### config.mk
export PLATFORM = sky130hd
export DESIGN_NAME = seq_fsmd_acc
export DESIGN_NICKNAME = d
export VERILOG_FILES = /design/src/rtl/seq_fsmd_acc.sv
export SDC_FILE = /design/constraint.sdc
export NUM_CORES = 1
export LEC_CHECK = 0
export ABC_AREA = 0
export CORE_UTILIZATION = 45
export DETAILED_ROUTE_END_ITERATION = 6
export HOLD_SLACK_MARGIN = 0.12
export PLACE_DENSITY_LB_ADDON = 0.05
export SLEW_MARGIN = 25
export SYNTH_ARGS = -nofsm -noshare
export SYNTH_HDL_FRONTEND = slang
export SYNTH_SLANG_ARGS = --single-unit
### constraint.sdc
create_clock -name clk -period 3.75 [get_ports clk]
set_input_delay 0.9375 -clock clk [delete_from_list [all_inputs] [get_ports clk]]
set_output_delay 0.9375 -clock clk [all_outputs]
set_load 0.01 [all_outputs]
### src/rtl/seq_fsmd_acc.sv
// Serial pattern detector whose matches drive a small accumulator datapath.
// Define SEQ_FSMD_CNT_EN to build the saturating match counter; otherwise match_cnt reads zero.
module seq_fsmd_acc #(
    parameter int               DATA_W  = 16,
    parameter int               PAT_W   = 4,
    parameter logic [PAT_W-1:0] PATTERN = 4'b1010,
    parameter int               OVERLAP = 1
) (
    input  logic              clk,
    input  logic              reset,
    input  logic              en,
    input  logic              d_in,
    input  logic [DATA_W-1:0] data_in,
    input  logic [1:0]        mode,
    output logic [DATA_W-1:0] data_out,
    output logic              match,
    output logic [7:0]        match_cnt
);

    localparam int               CNT_W     = $clog2(PAT_W + 1);
    localparam logic [CNT_W-1:0] FCNT_FULL = CNT_W'(PAT_W);
    localparam logic [CNT_W-1:0] FCNT_SCAN = CNT_W'(PAT_W - 1);

    typedef enum logic {
        FILL,
        SCAN
    } state_t;

    typedef enum logic [1:0] {
        MODE_LOAD = 2'b00,
        MODE_ADD  = 2'b01,
        MODE_XOR  = 2'b10,
        MODE_MAX  = 2'b11
    } mode_t;

    state_t            state;
    state_t            next_state;
    logic [PAT_W-1:0]  hist;
    logic [PAT_W-1:0]  window;
    logic [CNT_W-1:0]  fcnt;
    logic [CNT_W-1:0]  fcnt_next;
    logic              hit;
    logic [DATA_W-1:0] data_next;

    // State register.
    // NOTE: clocked state uses non-blocking assignments so every register samples pre-edge values.
    always_ff @(posedge clk) begin
        if (reset) begin
            state <= FILL;
        end else begin
            state <= next_state;
        end
    end

    // Next-state logic: the fill count decides whether a full window is available.
    // NOTE: every comb output gets a default first, so no path can infer a latch.
    always_comb begin
        window    = PAT_W'({hist, d_in});
        hit       = en && (state == SCAN) && (window == PATTERN);
        fcnt_next = fcnt;
        if (en) begin
            if (hit && (OVERLAP == 0)) begin
                fcnt_next = '0;
            end else if (fcnt != FCNT_FULL) begin
                fcnt_next = fcnt + CNT_W'(1);
            end
        end
        next_state = (fcnt_next >= FCNT_SCAN) ? SCAN : FILL;
    end

    // Output logic: the accumulator result a hit would commit.
    always_comb begin
        data_next = data_out;
        unique case (mode_t'(mode))
            MODE_LOAD: data_next = data_in;
            MODE_ADD:  data_next = data_out + data_in;
            MODE_XOR:  data_next = data_out ^ data_in;
            MODE_MAX:  data_next = (data_in > data_out) ? data_in : data_out;
        endcase
    end

    always_ff @(posedge clk) begin
        if (reset) begin
            hist     <= '0;
            fcnt     <= '0;
            data_out <= '0;
            match    <= 1'b0;
        end else begin
            match <= hit;
            if (en) begin
                hist <= window;
                fcnt <= fcnt_next;
            end
            if (hit) begin
                data_out <= data_next;
            end
        end
    end

`ifdef SEQ_FSMD_CNT_EN
    logic [7:0] cnt_q;

    always_ff @(posedge clk) begin
        if (reset) begin
            cnt_q <= '0;
        end else if (hit && (cnt_q != 8'hFF)) begin
            cnt_q <= cnt_q + 8'd1;
        end
    end

    assign match_cnt = cnt_q;
`else
    assign match_cnt = 8'h00;
`endif

endmodule

# Word level (Yosys, flattened, before mapping)
# Cells that the tools add are included.
[word_totals]
register_bits = 24
latch_bits = 0
ram_bits = 0
mem_bits_ro = 0
input_bits = 22
output_inout_bits = 25
word_cells = 25
mem_count = 0
[op_classes]
n_addsub = 2
n_mul = 0
n_div = 0
order_cmp = 2
eq_ne = 6
shift = 0
mux = 5
n_bitwise = 1
n_reduce_logical = 4
[ops]
columns = ["operator", "n"]
rows = [
  ["$pmux 16 s4", 1],
  ["$add 16x16->16", 1],
  ["$gt 16x16->1", 1],
  ["$mux 16", 1],
  ["$xor 16x16->16", 1],
  ["$mux 3", 2],
  ["$eq 2x2->1 const B", 2],
  ["$eq 4x4->1 const B", 1],
  ["$add 3x1->3 const B", 1],
  ["$ge 3x2->1 const B", 1],
  ["$ne 3x3->1 const B", 1],
  ["$eq 2x1->1 const B", 1],
  ["$logic_and 1x1->1", 2],
  ["$logic_not 2->1", 1],
  ["$ne 2x2->1 const B", 1],
  ["$reduce_and 2->1", 1],
  ["$mux 1", 1],
]

# Logic depth before layout (Yosys ltp)
[depth]
depth_word = 5
depth_mapped = 11
depth_no_buf = 9

# Worst setup path after synthesis
# No wires, ideal clock.
[synth_timing]
path_kind = "input-to-reg"
start = "input data_in[0]"
end = "register data_out[12]"
setup_time_ns = 0.101
arrival_ns = 2.778
required_ns = 3.649
slack_ns = 0.871
stages = 9
n_path_buf = 0
path_cell_list = "ha_1 fa_1 nor2b_1 o211ai_1 a41oi_1 a41oi_1 xnor2_1 a221oi_1 o41ai_1"
[synth_via]
elab_chain_cells = 3
word_cells_on_any_way = 5
cone_classes = "1 x add/sub; 1 x order compare; 1 x eq/ne; 1 x mux; 1 x reduce/logical"
[synth_lines]
columns = ["item", "line_no", "rtl"]
rows = [
  ["start: declaration", "13", "input logic [DATA_W-1:0] data_in,"],
  ["$gt 16x16->1", "78", "MODE_MAX: data_next = (data_in > data_out) ? data_in : data_out;"],
  ["$ne 2x2->1 (no source line)", "--", ""],
  ["$reduce_and 2->1 (no source line)", "--", ""],
  ["end signal: assignment", "95", "data_out <= data_next;"],
  ["end: declaration", "15", "output logic [DATA_W-1:0] data_out,"],
]
# Parallel ways exist; a longest one is shown, timed or not.
# A chain may end at the register's enable or synchronous reset.

# Worst setup path after layout
[layout_timing]
start = "input data_in[0]"
end = "register data_out[10]"
# Same word-level chain as after synthesis.

==> metrics.log <==
INFO  metric synthSimpleGateAreaFrac = 17.9%
INFO  metric io_buffer_count = 38
INFO  metric ir_worst_vdd = 0.000129 V
INFO  metric post_synth_xor_area_fraction = 2.01%
INFO  metric drt_first_pass_iters = 4
INFO  metric combinational_family_with_the_most_area_after_synthesis = compound AO/OA/AOI/OAI gates
INFO  metric required = 3920 ps
INFO  metric synth-async-reset-ratio = 0%
INFO  metric detail_route.wirelength = 6450 um
INFO  metric path_clk_slew = 100 ps
INFO  metric num_vias = 2404
INFO  metric insertedDiodeCount = 0
INFO  metric power.density_cell_area = 216 mW/mm^2
INFO  metric globalRoute.totalOverflow = 0
INFO  metric dp_hpwl = 4820 um
INFO  metric standard_cell_row_count = 27
INFO  metric core_area = 0.00554 mm^2
INFO  metric io_pins = 47
INFO  metric worst_path_max_delay_cell = clkdlybuf4s50_1
INFO  metric globalplace.congestion = 0.887
INFO  metric cts_tree = built
INFO  metric worst_skew_pair.late_latency = 280 ps
INFO  metric setup_tns = 0 ps
INFO  metric drt_first_iter_violations = 131
INFO  metric synth_edf_count = 0
INFO  metric start_util = 47.1%
INFO  metric crit_arrival = 3530 ps
INFO  metric final_cells = 431
INFO  metric worstPathMaxFanout = 3
INFO  metric grt_usage = 21.9%
INFO  metric finalSetupViolations = 0
INFO  metric yosys_warnings = 0
INFO  metric min_delay_path_depth = 2
INFO  metric post_route_drc = 0
INFO  metric max_clock_freq = 298 MHz
INFO  metric antenna_violations_before_repair = 0
INFO  metric postCtsHoldBufs = 0
INFO  metric period_needed = 3350 ps
INFO  metric layout.cell_area.non_filler = 0.00309 mm^2
INFO  metric post_synth_main_area_contributors = dfxtp_1 18%, ha_1 17%, a21oi_1 5.8%, inv_1 4.6%, nor2_1 4.3%
INFO  metric layout-area-overhead-vs-synth = 18.5%
INFO  metric floorplan.die.width = 78.2 um
INFO  metric muxShareOfSynthArea = 2.35%
INFO  metric grt_pass1_wl = 10800 um
INFO  metric regToRegStartpoint = data_out[0]
INFO  metric synthAdderAreaFrac = 18.0%
INFO  metric synth-compound-area-share = 29.8%
INFO  metric drv_slew = 0
INFO  metric postPlaceCellArea = 0.00302 mm^2
INFO  metric ys_ff_latch = 24
INFO  metric rr_endpoint = data_out[10]
INFO  metric h_tree_depth = 1
INFO  metric grt_setup_unrepaired = false
INFO  metric worstSetupStartpointType = input pin
INFO  metric min_to = data_out[15]
INFO  metric postCtsResizedCells = 0
INFO  metric area_enclosed_by_the_die_boundary = 0.00611 mm^2
INFO  metric post-cts-setup-buffer-count = 0
INFO  metric worst_hold_startpoint = data_out[15]
INFO  metric drive_above_1_share = 9.19%
INFO  metric dieHeight = 78.2 um
INFO  metric via_count_of_the_first_global_routing_pass = 2226
INFO  metric max_stage_delay = 450 ps
INFO  metric place_ws = 137 ps
INFO  metric grt_max_degree = 32
INFO  metric min-delay-path-class = flip-flop to flip-flop
INFO  metric timing.critical_path.cells = clkdlybuf4s50_1 > ha_1 > fa_1 > nor2b_1 > o211ai_1 > nand3_1 > a31oi_1 > xnor2_1 > a221oi_1 > o41ai_1
INFO  metric worst_case_clock_buffer_depth = 2
INFO  metric hold_viol_final = 0
INFO  metric synth_largest_type_area_fraction = 18.4%
INFO  metric cts_sinks = 24
INFO  metric placed_cells_incl_taps = 427
INFO  metric synth.yosys.seq_area_share = 18.4%
INFO  metric reg2reg_setup_slack = 1190 ps
INFO  metric cts_root_buf = clkbuf_8
INFO  metric numnets_final = 419
INFO  metric worst_reg2reg_path_depth = 9
INFO  metric finalCritPeriodShare = 89.4%
INFO  metric p_total = 667 uW
INFO  metric type_of_the_worst_setup_path = input pin to flip-flop
INFO  metric postSynth.topFlopCell = dfxtp_1
INFO  metric synthesized_area = 0.00261 mm^2
INFO  metric via_per_inst = 5.58
INFO  metric mean_area_per_synthesized_cell = 8.03 um^2
INFO  metric run_status = finished, final reports clean
INFO  metric setup_slack = 398 ps
INFO  metric cp-end-kind = flip-flop
INFO  metric max_cap_viols = 0
INFO  metric tritoncts.num_buffers = 3
INFO  metric cell_accounting_for_the_most_synthesized_area = dfxtp_1
INFO  metric ant_nets = 0
INFO  metric p_leak = 1.25 nW
INFO  metric post_synth_num_cell_types = 65
INFO  metric timing.clock.skew = 8.29 ps
INFO  metric postSynthCellCount = 325
INFO  metric routedWlPerCell = 15.0 um
-- cell families (layout without fill, tap and decap cells) --
logic type | Yosys count | in the layout
xor gates and xnor gates | 6 | 6
other | 1 | 8
DFF | 24 | 24
and+or+nand+nor | 86 | 86
buffers and inverters | 61 | 88
adders and majority gates | 37 | 37
AOI/OAI and AO/OA | 104 | 104
muxes | 6 | 6
-- area by class of cell --
cell class	instances	area (um^2)
clock buffers	3	41.3
inverters	36	135
well taps	72	90.1
flip-flops and latches	24	480
multi-input cells	247	1860
fillers	560	2450
repair buffers	48	455
clock inverters	1	30.0
-- Yosys cell counts (6+ instances only) --
| cell type | n |
|---|---|
| inv_1 | 32 |
| a211o_1 | 6 |
| nor2_1 | 30 |
| xnor2_1 | 6 |
| o31ai_1 | 7 |
| a21oi_1 | 30 |
| clkbuf_1 | 8 |
| nand2_1 | 14 |
| dfxtp_1 | 24 |
| nand3b_1 | 7 |
| nor2b_1 | 7 |
| buf_4 | 11 |
| o21ai_0 | 9 |
| nand3_1 | 6 |
| ha_1 | 36 |
-- worst max path at each step --
stage / from / endpoint / slack [ps] / depth (start not counted)
final: data_in[0] / data_out[10] / 400 / 10
after global routing: data_in[0] / data_out[12] / 260 / 10
after CTS: data_in[0] / data_out[12] / 460 / 10
after detailed placement: data_in[0] / data_out[12] / 140 / 10
after global placement: data_in[0] / data_out[10] / 220 / 10
after floorplan: data_in[0] / data_out[12] / 870 / 9
-- critical path, delay by kind of cell --
kind	cells	cell delay [ps]
AOI/OAI and AO/OA	4	1030
adders and majority gates	2	660
buffers and inverters	1	450
and+or+nand+nor	2	280
xor gates and xnor gates	1	170
-- where the power goes --
part           internal [mW]  switching [mW]
clock                  0.143          0.0978
combinational         0.0683          0.0954
sequential             0.259         0.00304
total                  0.470           0.196
-- sequential cells by signal (all words and copies together) (netlist names) --
register / count
state: 1
match: 1
data_out: 16
fcnt: 3
hist: 3
-- cell usage in the layout (no fill, tap or decap), types with 3 or more instances in the layout --
cell type,instances
o41ai_1,3
o41ai_2,3
a221oi_1,4
nand3_1,6
o211ai_1,3
a31oi_1,5
conb_1,8
a21oi_1,30
a211o_1,6
o21ba_2,3
nand2b_1,3
dfxtp_1,24
o21bai_1,4
nand3b_1,7
o31ai_1,7
nor2b_1,7
nand2_1,14
inv_2,3
nor2_1,30
clkbuf_8,3
clkdlybuf4s50_1,38
a211oi_1,4
mux2i_1,5
inv_1,32
xnor2_1,6
ha_1,36
nor3_1,5
buf_4,10
o21ai_0,9
-- metrics by stage --
step | hold WS (ps) | util (%)
2_1_floorplan | 461 | -
3_3_place_gp | 469 | 54.5
3_5_place_dp | 470 | 54.5
4_1_cts | 488 | 55.8
5_1_grt | 524 | 55.8
6_report | 488 | 55.8
-- per-layer routing --
metal  vias to the layer above  part of all wire [%]  track usage [%]
li1                       1227                     -                -
met1                      1114                    52             33.3
met2                        61                    43             33.4
met3                         2                   5.0             1.86
met4                         0                  0.37             3.89
met5                         -                     0                0
Note: power is estimated with default switching activity, not from simulation.
